### src/rtl/alu_operand_stage_if.sv
// Decode-side and execute-side signal bundle for the ALU operand stage.
// The slave modport is the stage's view; the master modport is the
// surrounding pipeline (decode, forwarding sources, execute adder).
interface alu_operand_stage_if #(
  parameter int WIDTH = 16,
  parameter int RA    = 3
);
  // Decode-side handshake and decoded fields
  logic             in_valid;
  logic             in_ready;
  logic [1:0]       op;
  logic [RA-1:0]    rs1_addr;
  logic [RA-1:0]    rs2_addr;
  logic [WIDTH-1:0] rs1_data;
  logic [WIDTH-1:0] rs2_data;
  logic [WIDTH-1:0] imm;
  logic             use_imm;
  logic [RA-1:0]    rd_addr;

  // Forwarding sources
  logic             fx_we;
  logic [RA-1:0]    fx_rd;
  logic [WIDTH-1:0] fx_data;
  logic             fw_we;
  logic [RA-1:0]    fw_rd;
  logic [WIDTH-1:0] fw_data;

  // Carry-flag update from the adder and branch-recovery flush
  logic             c_we;
  logic             c_in;
  logic             flush;

  // Execute-side handshake and adder operands
  logic             out_valid;
  logic             out_ready;
  logic [WIDTH-1:0] op_a;
  logic [WIDTH-1:0] op_b;
  logic             op_cin;
  logic [RA-1:0]    out_rd;
  logic             cflag;

  modport slave (
    input  in_valid, op, rs1_addr, rs2_addr, rs1_data, rs2_data, imm, use_imm,
           rd_addr, fx_we, fx_rd, fx_data, fw_we, fw_rd, fw_data, c_we, c_in,
           flush, out_ready,
    output in_ready, out_valid, op_a, op_b, op_cin, out_rd, cflag
  );

  modport master (
    output in_valid, op, rs1_addr, rs2_addr, rs1_data, rs2_data, imm, use_imm,
           rd_addr, fx_we, fx_rd, fx_data, fw_we, fw_rd, fw_data, c_we, c_in,
           flush, out_ready,
    input  in_ready, out_valid, op_a, op_b, op_cin, out_rd, cflag
  );
endinterface

### src/rtl/alu_operand_stage.sv
// ID/EX operand stage: captures decoded operands with hazard forwarding,
// folds SUB/ADC/SBB into a plain add (B inversion + carry-in select) and
// holds the architectural carry flag fed back from the execute adder.
module alu_operand_stage #(
  parameter int WIDTH = 16,
  parameter int RA    = 3
) (
  input logic                clk,
  input logic                rst,
  alu_operand_stage_if.slave bus
);

  typedef enum logic [1:0] {
    OP_ADD = 2'b00,
    OP_SUB = 2'b01,
    OP_ADC = 2'b10,
    OP_SBB = 2'b11
  } op_e;

  logic             out_valid_q, out_valid_d;
  logic [WIDTH-1:0] op_a_q, op_a_d;
  logic [WIDTH-1:0] op_b_q, op_b_d;
  logic             op_cin_q, op_cin_d;
  logic [RA-1:0]    out_rd_q, out_rd_d;
  logic             cflag_q, cflag_d;

  logic             in_ready;
  logic             accept;
  logic             c_eff;
  logic [WIDTH-1:0] rs1_res;
  logic [WIDTH-1:0] rs2_res;
  logic [WIDTH-1:0] b_sel;

  // r0 is hard-wired to zero and never forwarded; EX/MEM is the younger
  // result, so it takes priority over MEM/WB.
  function automatic logic [WIDTH-1:0] fwd_operand(
    input logic [RA-1:0]    addr,
    input logic [WIDTH-1:0] rf_data,
    input logic             fx_we,
    input logic [RA-1:0]    fx_rd,
    input logic [WIDTH-1:0] fx_data,
    input logic             fw_we,
    input logic [RA-1:0]    fw_rd,
    input logic [WIDTH-1:0] fw_data
  );
    logic [WIDTH-1:0] r;
    if (addr == '0)                        r = '0;
    else if (fx_we && (fx_rd == addr))     r = fx_data;
    else if (fw_we && (fw_rd == addr))     r = fw_data;
    else                                   r = rf_data;
    return r;
  endfunction

  assign in_ready = !out_valid_q || bus.out_ready;
  assign accept   = bus.in_valid && in_ready && !bus.flush;
  // Same-cycle carry bypass so an ADC/SBB behind a flag-setting op sees it
  assign c_eff    = bus.c_we ? bus.c_in : cflag_q;

  assign rs1_res = fwd_operand(bus.rs1_addr, bus.rs1_data, bus.fx_we, bus.fx_rd,
                               bus.fx_data, bus.fw_we, bus.fw_rd, bus.fw_data);
  assign rs2_res = fwd_operand(bus.rs2_addr, bus.rs2_data, bus.fx_we, bus.fx_rd,
                               bus.fx_data, bus.fw_we, bus.fw_rd, bus.fw_data);
  assign b_sel   = bus.use_imm ? bus.imm : rs2_res;

  // Next-state: flush beats accept; accept beats drain; data only moves on accept
  always_comb begin
    out_valid_d = out_valid_q;
    op_a_d      = op_a_q;
    op_b_d      = op_b_q;
    op_cin_d    = op_cin_q;
    out_rd_d    = out_rd_q;
    cflag_d     = c_eff;

    if (bus.flush) begin
      out_valid_d = 1'b0;
    end else if (accept) begin
      out_valid_d = 1'b1;
      op_a_d      = rs1_res;
      out_rd_d    = bus.rd_addr;
      case (op_e'(bus.op))
        OP_ADD: begin op_b_d = b_sel;  op_cin_d = 1'b0;  end
        OP_SUB: begin op_b_d = ~b_sel; op_cin_d = 1'b1;  end
        OP_ADC: begin op_b_d = b_sel;  op_cin_d = c_eff; end
        default: begin op_b_d = ~b_sel; op_cin_d = c_eff; end
      endcase
    end else if (bus.out_ready) begin
      out_valid_d = 1'b0;
    end
  end

  // Stage register and carry flag; reset clears everything asynchronously
  always_ff @(posedge clk or posedge rst) begin
    if (rst) begin
      out_valid_q <= 1'b0;
      op_a_q      <= '0;
      op_b_q      <= '0;
      op_cin_q    <= 1'b0;
      out_rd_q    <= '0;
      cflag_q     <= 1'b0;
    end else begin
      out_valid_q <= out_valid_d;
      op_a_q      <= op_a_d;
      op_b_q      <= op_b_d;
      op_cin_q    <= op_cin_d;
      out_rd_q    <= out_rd_d;
      cflag_q     <= cflag_d;
    end
  end

  assign bus.in_ready  = in_ready;
  assign bus.out_valid = out_valid_q;
  assign bus.op_a      = op_a_q;
  assign bus.op_b      = op_b_q;
  assign bus.op_cin    = op_cin_q;
  assign bus.out_rd    = out_rd_q;
  assign bus.cflag     = cflag_q;

endmodule
### src/flat_wrapper.sv
// flat-port wrapper written by rule: the top's interface ports become plain ports
module alu_operand_stage_flat 
#(
  parameter int WIDTH = 16,
  parameter int RA    = 3
)
  (clk, rst, bus_in_valid, bus_op, bus_rs1_addr, bus_rs2_addr, bus_rs1_data, bus_rs2_data, bus_imm, bus_use_imm, bus_rd_addr, bus_fx_we, bus_fx_rd, bus_fx_data, bus_fw_we, bus_fw_rd, bus_fw_data, bus_c_we, bus_c_in, bus_flush, bus_out_ready, bus_in_ready, bus_out_valid, bus_op_a, bus_op_b, bus_op_cin, bus_out_rd, bus_cflag);
  alu_operand_stage_if #(.WIDTH(WIDTH), .RA(RA)) bus_i ();
  input logic clk;
  input logic rst;
  input wire logic [$bits(bus_i.in_valid)-1:0] bus_in_valid;
  input wire logic [$bits(bus_i.op)-1:0] bus_op;
  input wire logic [$bits(bus_i.rs1_addr)-1:0] bus_rs1_addr;
  input wire logic [$bits(bus_i.rs2_addr)-1:0] bus_rs2_addr;
  input wire logic [$bits(bus_i.rs1_data)-1:0] bus_rs1_data;
  input wire logic [$bits(bus_i.rs2_data)-1:0] bus_rs2_data;
  input wire logic [$bits(bus_i.imm)-1:0] bus_imm;
  input wire logic [$bits(bus_i.use_imm)-1:0] bus_use_imm;
  input wire logic [$bits(bus_i.rd_addr)-1:0] bus_rd_addr;
  input wire logic [$bits(bus_i.fx_we)-1:0] bus_fx_we;
  input wire logic [$bits(bus_i.fx_rd)-1:0] bus_fx_rd;
  input wire logic [$bits(bus_i.fx_data)-1:0] bus_fx_data;
  input wire logic [$bits(bus_i.fw_we)-1:0] bus_fw_we;
  input wire logic [$bits(bus_i.fw_rd)-1:0] bus_fw_rd;
  input wire logic [$bits(bus_i.fw_data)-1:0] bus_fw_data;
  input wire logic [$bits(bus_i.c_we)-1:0] bus_c_we;
  input wire logic [$bits(bus_i.c_in)-1:0] bus_c_in;
  input wire logic [$bits(bus_i.flush)-1:0] bus_flush;
  input wire logic [$bits(bus_i.out_ready)-1:0] bus_out_ready;
  output wire logic [$bits(bus_i.in_ready)-1:0] bus_in_ready;
  output wire logic [$bits(bus_i.out_valid)-1:0] bus_out_valid;
  output wire logic [$bits(bus_i.op_a)-1:0] bus_op_a;
  output wire logic [$bits(bus_i.op_b)-1:0] bus_op_b;
  output wire logic [$bits(bus_i.op_cin)-1:0] bus_op_cin;
  output wire logic [$bits(bus_i.out_rd)-1:0] bus_out_rd;
  output wire logic [$bits(bus_i.cflag)-1:0] bus_cflag;
  assign bus_i.in_valid = bus_in_valid;
  assign bus_i.op = bus_op;
  assign bus_i.rs1_addr = bus_rs1_addr;
  assign bus_i.rs2_addr = bus_rs2_addr;
  assign bus_i.rs1_data = bus_rs1_data;
  assign bus_i.rs2_data = bus_rs2_data;
  assign bus_i.imm = bus_imm;
  assign bus_i.use_imm = bus_use_imm;
  assign bus_i.rd_addr = bus_rd_addr;
  assign bus_i.fx_we = bus_fx_we;
  assign bus_i.fx_rd = bus_fx_rd;
  assign bus_i.fx_data = bus_fx_data;
  assign bus_i.fw_we = bus_fw_we;
  assign bus_i.fw_rd = bus_fw_rd;
  assign bus_i.fw_data = bus_fw_data;
  assign bus_i.c_we = bus_c_we;
  assign bus_i.c_in = bus_c_in;
  assign bus_i.flush = bus_flush;
  assign bus_i.out_ready = bus_out_ready;
  assign bus_in_ready = bus_i.in_ready;
  assign bus_out_valid = bus_i.out_valid;
  assign bus_op_a = bus_i.op_a;
  assign bus_op_b = bus_i.op_b;
  assign bus_op_cin = bus_i.op_cin;
  assign bus_out_rd = bus_i.out_rd;
  assign bus_cflag = bus_i.cflag;
  alu_operand_stage #(.WIDTH(WIDTH), .RA(RA)) u_core (.clk(clk), .rst(rst), .bus(bus_i));
endmodule
### config.mk
export PLATFORM = sky130hd
export DESIGN_NAME = alu_operand_stage_flat
export DESIGN_NICKNAME = d
export VERILOG_FILES = /design/src/rtl/alu_operand_stage_if.sv /design/src/rtl/alu_operand_stage.sv /design/src/flat_wrapper.sv
export SDC_FILE = /design/constraint.sdc
export NUM_CORES = 1
export LEC_CHECK = 0
export CORE_MARGIN = 3
export CORE_UTILIZATION = 40
export DETAILED_ROUTE_END_ITERATION = 8
export PLACE_DENSITY_LB_ADDON = 0.15
export SYNTH_ARGS = -nofsm -noshare
export SYNTH_HDL_FRONTEND = slang
export SYNTH_SLANG_ARGS = --single-unit
export TNS_END_PERCENT = 100
### constraint.sdc
create_clock -name clk -period 2 [get_ports clk]
set_input_delay 0.6 -clock clk [delete_from_list [all_inputs] [get_ports clk]]
set_output_delay 0.6 -clock clk [all_outputs]
set_load 0.005 [all_outputs]
### After elaboration in Yosys (flattened, before gate mapping)

Index checks and enable logic that the tools add are counted.

* flip-flop bits (word level): 38
* logic and storage cells: 42

* equality and inequality tests: 6
* multiplexer cells: 13
* bitwise operators: 2
* reduce and logical (&&, ||, !) cells: 15

Operator list (number)
* $mux W16: 8
* $not A16 Y16: 1
* $eq A3 B3 Y1: 4
* $logic_and A1 B1 Y1: 6
* $logic_not A3 Y1: 2
* $mux W1: 4
* $reduce_bool A3 Y1: 1
* $eq A2 B1 Y1 const B: 1
* $eq A2 B2 Y1 const B: 1
* $logic_not A1 Y1: 2
* $logic_not A2 Y1: 1
* $pmux W1 S2: 1
* $reduce_and A2 Y1: 1
* $reduce_or A2 Y1: 1
* $logic_or A1 B1 Y1: 1
* $not A1 Y1: 1

### Longest topological paths before layout

* depth after elaboration: 8
* depth in mapped cells: 8
* mapped depth without buffers: 6

### Worst setup path after synthesis

Ideal clock, no wire load.

* kind: input -> register
* start: input port bus_rs1_addr[1]
* end: register u_core.op_a_q[0], in the netlist u_core.bus.op_a[0]
* setup time: 0.121 ns
* arrival: 1.622 ns
* required time: 1.879 ns
* slack: 0.257 ns
* cell stages on the path: 6
* cell sequence: xnor2_1 -> nand4_4 -> buf_6 -> mux2i_1 -> a21oi_1 -> a22o_1

* longest elaborated chain between the ends: 5
* elaborated cells on any way between the ends: 8

RTL lines
* from (decl): RTL line flat_wrapper.sv:13 `input wire logic [$bits(bus_i.rs1_addr)-1:0] bus_rs1_addr;`
* $eq A3 B3 Y1: RTL line alu_operand_stage.sv:49 `else if (fw_we && (fw_rd == addr)) r = fw_data;`
* $logic_and A1 B1 Y1: RTL line alu_operand_stage.sv:49
* $mux W16: RTL line alu_operand_stage.sv:49
* $mux W16: RTL line alu_operand_stage.sv:48 `else if (fx_we && (fx_rd == addr)) r = fx_data;`
* $mux W16 (*): RTL line alu_operand_stage.sv:47 `if (addr == '0) r = '0;`
* to (signal assigned): RTL line alu_operand_stage.sv:102 `op_a_q <= op_a_d;`
* to (decl): RTL line alu_operand_stage.sv:21 `logic [WIDTH-1:0] op_a_q, op_a_d;`

Mark *: on every way between the ends. The rest lies on a longest branch, timed or not.
A chain may end at the register's enable or synchronous reset.

### Worst setup path after layout

* start: input port bus_in_valid
* end: register u_core.op_b_q[2], in the netlist u_core.bus.op_b[2]

* longest elaborated chain between the ends: 3

RTL lines
* from (decl): RTL line flat_wrapper.sv:11 `input wire logic [$bits(bus_i.in_valid)-1:0] bus_in_valid;`
* $logic_and A1 B1 Y1 (2 in series): RTL line alu_operand_stage.sv:55 `assign accept = bus.in_valid && in_ready && !bus.flush;`
* $reduce_and A2 Y1 (no source line)
* to (signal assigned): RTL line alu_operand_stage.sv:103 `op_b_q <= op_b_d;`
* to (decl): RTL line alu_operand_stage.sv:22 `logic [WIDTH-1:0] op_b_q, op_b_d;`

No other way between the ends.

==> qor.yml <==
status:
  status: "completed"
logic_synthesis:
  synth.cells.most_frequent: "nand2_1 (58), dfrtp_1 (38), nand4_1 (19), nor2_1 (19), nor3_1 (18)"
  synth_top_area_cell: "dfrtp_1"
  postSynthAreaPerCell_sq_um: 8.28
  syn_area_sq_mm: 0.00275
  synth-warning-count: 0
  ys_async_sr_fraction: 1.00
  synthDominantCellAreaShare: 0.346
  ys_ff_latch: 38
  synth.top_cells.by_area: "dfrtp_1 (35%), nand2_1 (7.9%), mux2i_1 (6.2%)"
  synth_most_common_cell: "nand2_1"
  synth_nets: 439
  netlist_instances: 332
  ys.flop_type: "dfrtp_1"
  synth_cell_type_count: 29
  synth_edf_count: 0
  synth.yosys.seq_area_share: 0.346
timing:
  finalHoldViolations: 0
  min_period_over_period: 0.965
  report.final.slew_viol_count: 0
  tightest_slew_ps: 631
  worst_clock_skew_ps: 4.54
  max_freq_ghz: 0.518
  slew_headroom: 0.579
  period_minus_slack_ps: 1930
  rsz0062_at_grt: "true"
  fin_setup_tns_ps: 0
  finalSetupViolCount: 0
final_layout:
  area_delta_synth_final_pct: 77.9
  drive_above_1_share: 0.143
  design_area_sq_mm: 0.00489
  nets: 609
  final_cells: 580
  fill_cells: 482
  register_area_sq_um: 951
  num_antenna_cells: 0
  multi_input_area_sq_mm: 0.00172
detailed_routing:
  drtPass1Iterations: 5
  drc_errors: 0
  drtIter0Drc: 240
  ant_nets: 0
  num_vias: 3383
  wl_per_cell_um: 18.8
  viasPerCell: 5.83
  routed_wl_um: 10900
placement:
  dpl.hpwl_um: 8040
  dpl_cell_area_sq_mm: 0.00455
  port_buffers: 145
  dpl.cell_count: 566
  gp_congestion: 0.858
power_and_ir_drop:
  p_total_uw: 2950
  cellLeakagePower_uw: 0.00221
  peakVddDrop_v: 0.000416
  powerDensity_mw_per_mm2: 603
critical_path:
  r2r-end: "u_core.bus.op_b[0]"
  critPathMaxFanout: 9
  crit_arrival_ps: 2100
  cpMostUsedCell: "buf_4"
  critical_path_required_ps: 2170
  max_stage_delay_ps: 420
  crit_type: "input pin to flop"
  crit_path_start: "bus_in_valid"
  r2r-start: "u_core.bus.out_valid"
  start_kind: "input pin"
  r2r_setup_slack_ps: 310
  worstSetupEndpointType: "flop"
  r2r.worst_path.cells: 7
  setup.worst_path.end: "u_core.bus.op_b[2]"
  crit_chain: "clkdlybuf4s50_1 -> buf_4 -> nor3b_4 -> buf_4 -> and3_1 -> a221oi_1 -> nand3_1"
  crit_slowest_cell: "clkdlybuf4s50_1"
floorplan:
  initial_utilization: 0.423
  die_x_um: 88.9
  die_area_sq_mm: 0.00790
  ios: 146
  row_count: 29
  core_region_area_sq_mm: 0.00649
  die_y_um: 88.9
clock_network:
  cts_tree: "built"
  cts-root-buf: "clkbuf_8"
  cts-buffers-inserted: 5
  insertion_delay_ps: 300
  cts_sinks: 38
  clk_path_buf_depth: 2
  clk_pin_slew_ps: 80
  h-tree-depth: 2
global_route:
  antenna_found_initial: 0
  grt_pass1_wl_um: 16400
  grt_start_max_net_pins: 39
  grtUsageTotal: 0.268
  global_route.peak_usage_layer: "met2"
  use_met3: 0.0396
  overflow: 0
  met1_usage: 0.368
  met2_usage: 0.443
  first_global_vias: 3248
min_path:
  hold_depth: 2
  min_path_type: "flop to flop"
job:
  cap_violations: 0
==> sequential cells by signal, summed over array words and instances, names as in the netlist <==
name and count:
u_core.bus.op_cin 1, u_core.bus.op_a 16, u_core.bus.op_b 16, u_core.bus.out_rd 3
u_core.bus.out_valid 1, u_core.bus.cflag 1
==> critical path, delay by kind of cell <==
family / cells / cell delay, ps
buffers and inverters: 3 / 730
AND/OR/NAND/NOR: 3 / 460
AO/OA/AOI/OAI: 1 / 300
==> through the flow <==
| step | setup slack (ps) | utilization | hold slack, ps |
|---|---|---|---|
| 2_1_floorplan | 257 | - | 470 |
| 3_3_place_gp | -461 | 0.701 | 456 |
| 3_5_place_dp | -527 | 0.701 | 474 |
| 4_1_cts | -9.45 | 0.737 | 491 |
| 5_1_grt | -11.6 | 0.753 | 515 |
| 6_report | 69.4 | 0.753 | 483 |
==> metal layers <==
layer | wire length [um] | up-vias
met5 | 0 | -
met4 | 153 | 0
met3 | 921 | 13
met2 | 5270 | 185
met1 | 4590 | 1591
li1 | - | 1594
==> logic make-up after synthesis <==
family / count (synthesis) / share of synthesized area
simple gates: 153 / 0.274
compound gates: 81 / 0.220
flops: 38 / 0.346
buf+inv: 30 / 0.0551
mux: 18 / 0.0660
xor+xnor: 12 / 0.0382
==> worst min-delay path by stage <==
| stage | end | slack [ps] | startpoint |
|---|---|---|---|
| 4_1_cts | u_core.bus.out_rd[0] | 490 | u_core.bus.out_rd[0] |
| 2_1_floorplan | u_core.bus.out_rd[0] | 470 | u_core.bus.out_rd[0] |
| 6_report | u_core.bus.out_rd[2] | 480 | u_core.bus.out_rd[2] |
| 5_1_grt | u_core.bus.out_rd[2] | 510 | u_core.bus.out_rd[2] |
| 3_3_place_gp | u_core.bus.out_rd[0] | 460 | u_core.bus.out_rd[0] |
| 3_5_place_dp | u_core.bus.out_rd[0] | 470 | u_core.bus.out_rd[0] |
==> report_power, final <==
part / leakage [uW] / switching [uW] / total [uW] / internal [uW]
sequential: 0.000469 / 94.3 / 1000 / 910
clock: 0.0000714 / 291 / 823 / 532
combinational: 0.00167 / 418 / 1120 / 701
total: 0.00221 / 803 / 2950 / 2140
==> cell usage in the layout (no fill, tap or decap), drive strengths merged, types with 2 or more instances in the layout <==
master and count:
bufinv 2, a22o 16, and3 16, clkdlybuf4s50 131, nand2 58, clkbuf 6, nand3 16, a21oi 16
dlymetal6s2s 6, xnor2 12, nor2 20, mux2i 17, dlygate4sd2 8, o21ai 17, a311o 16, nand4 20
nor3 18, dfrtp 38, a221oi 16, buf 45, inv 2
==> timing repair <==
| action | CTS | global route |
|---|---|---|
| endpoints found under the setup margin | 33 | 30 |
| cloned | 2 | 0 |
| resized for setup | 28 | 20 |
| hold buffers | 0 | 0 |
| setup buffers | 1 | 3 |
| pin swaps | 4 | 6 |
==> layout make-up <==
type,instances,share of cell area
repair buffers,191,0.403
multi-input cells,264,0.352
flip-flops and latches,38,0.194
well taps,77,0.0197
clock buffers,6,0.0169
clock inverters,2,0.0123
inverters,2,0.00154
Note: power is estimated with default switching activity, not from simulation.
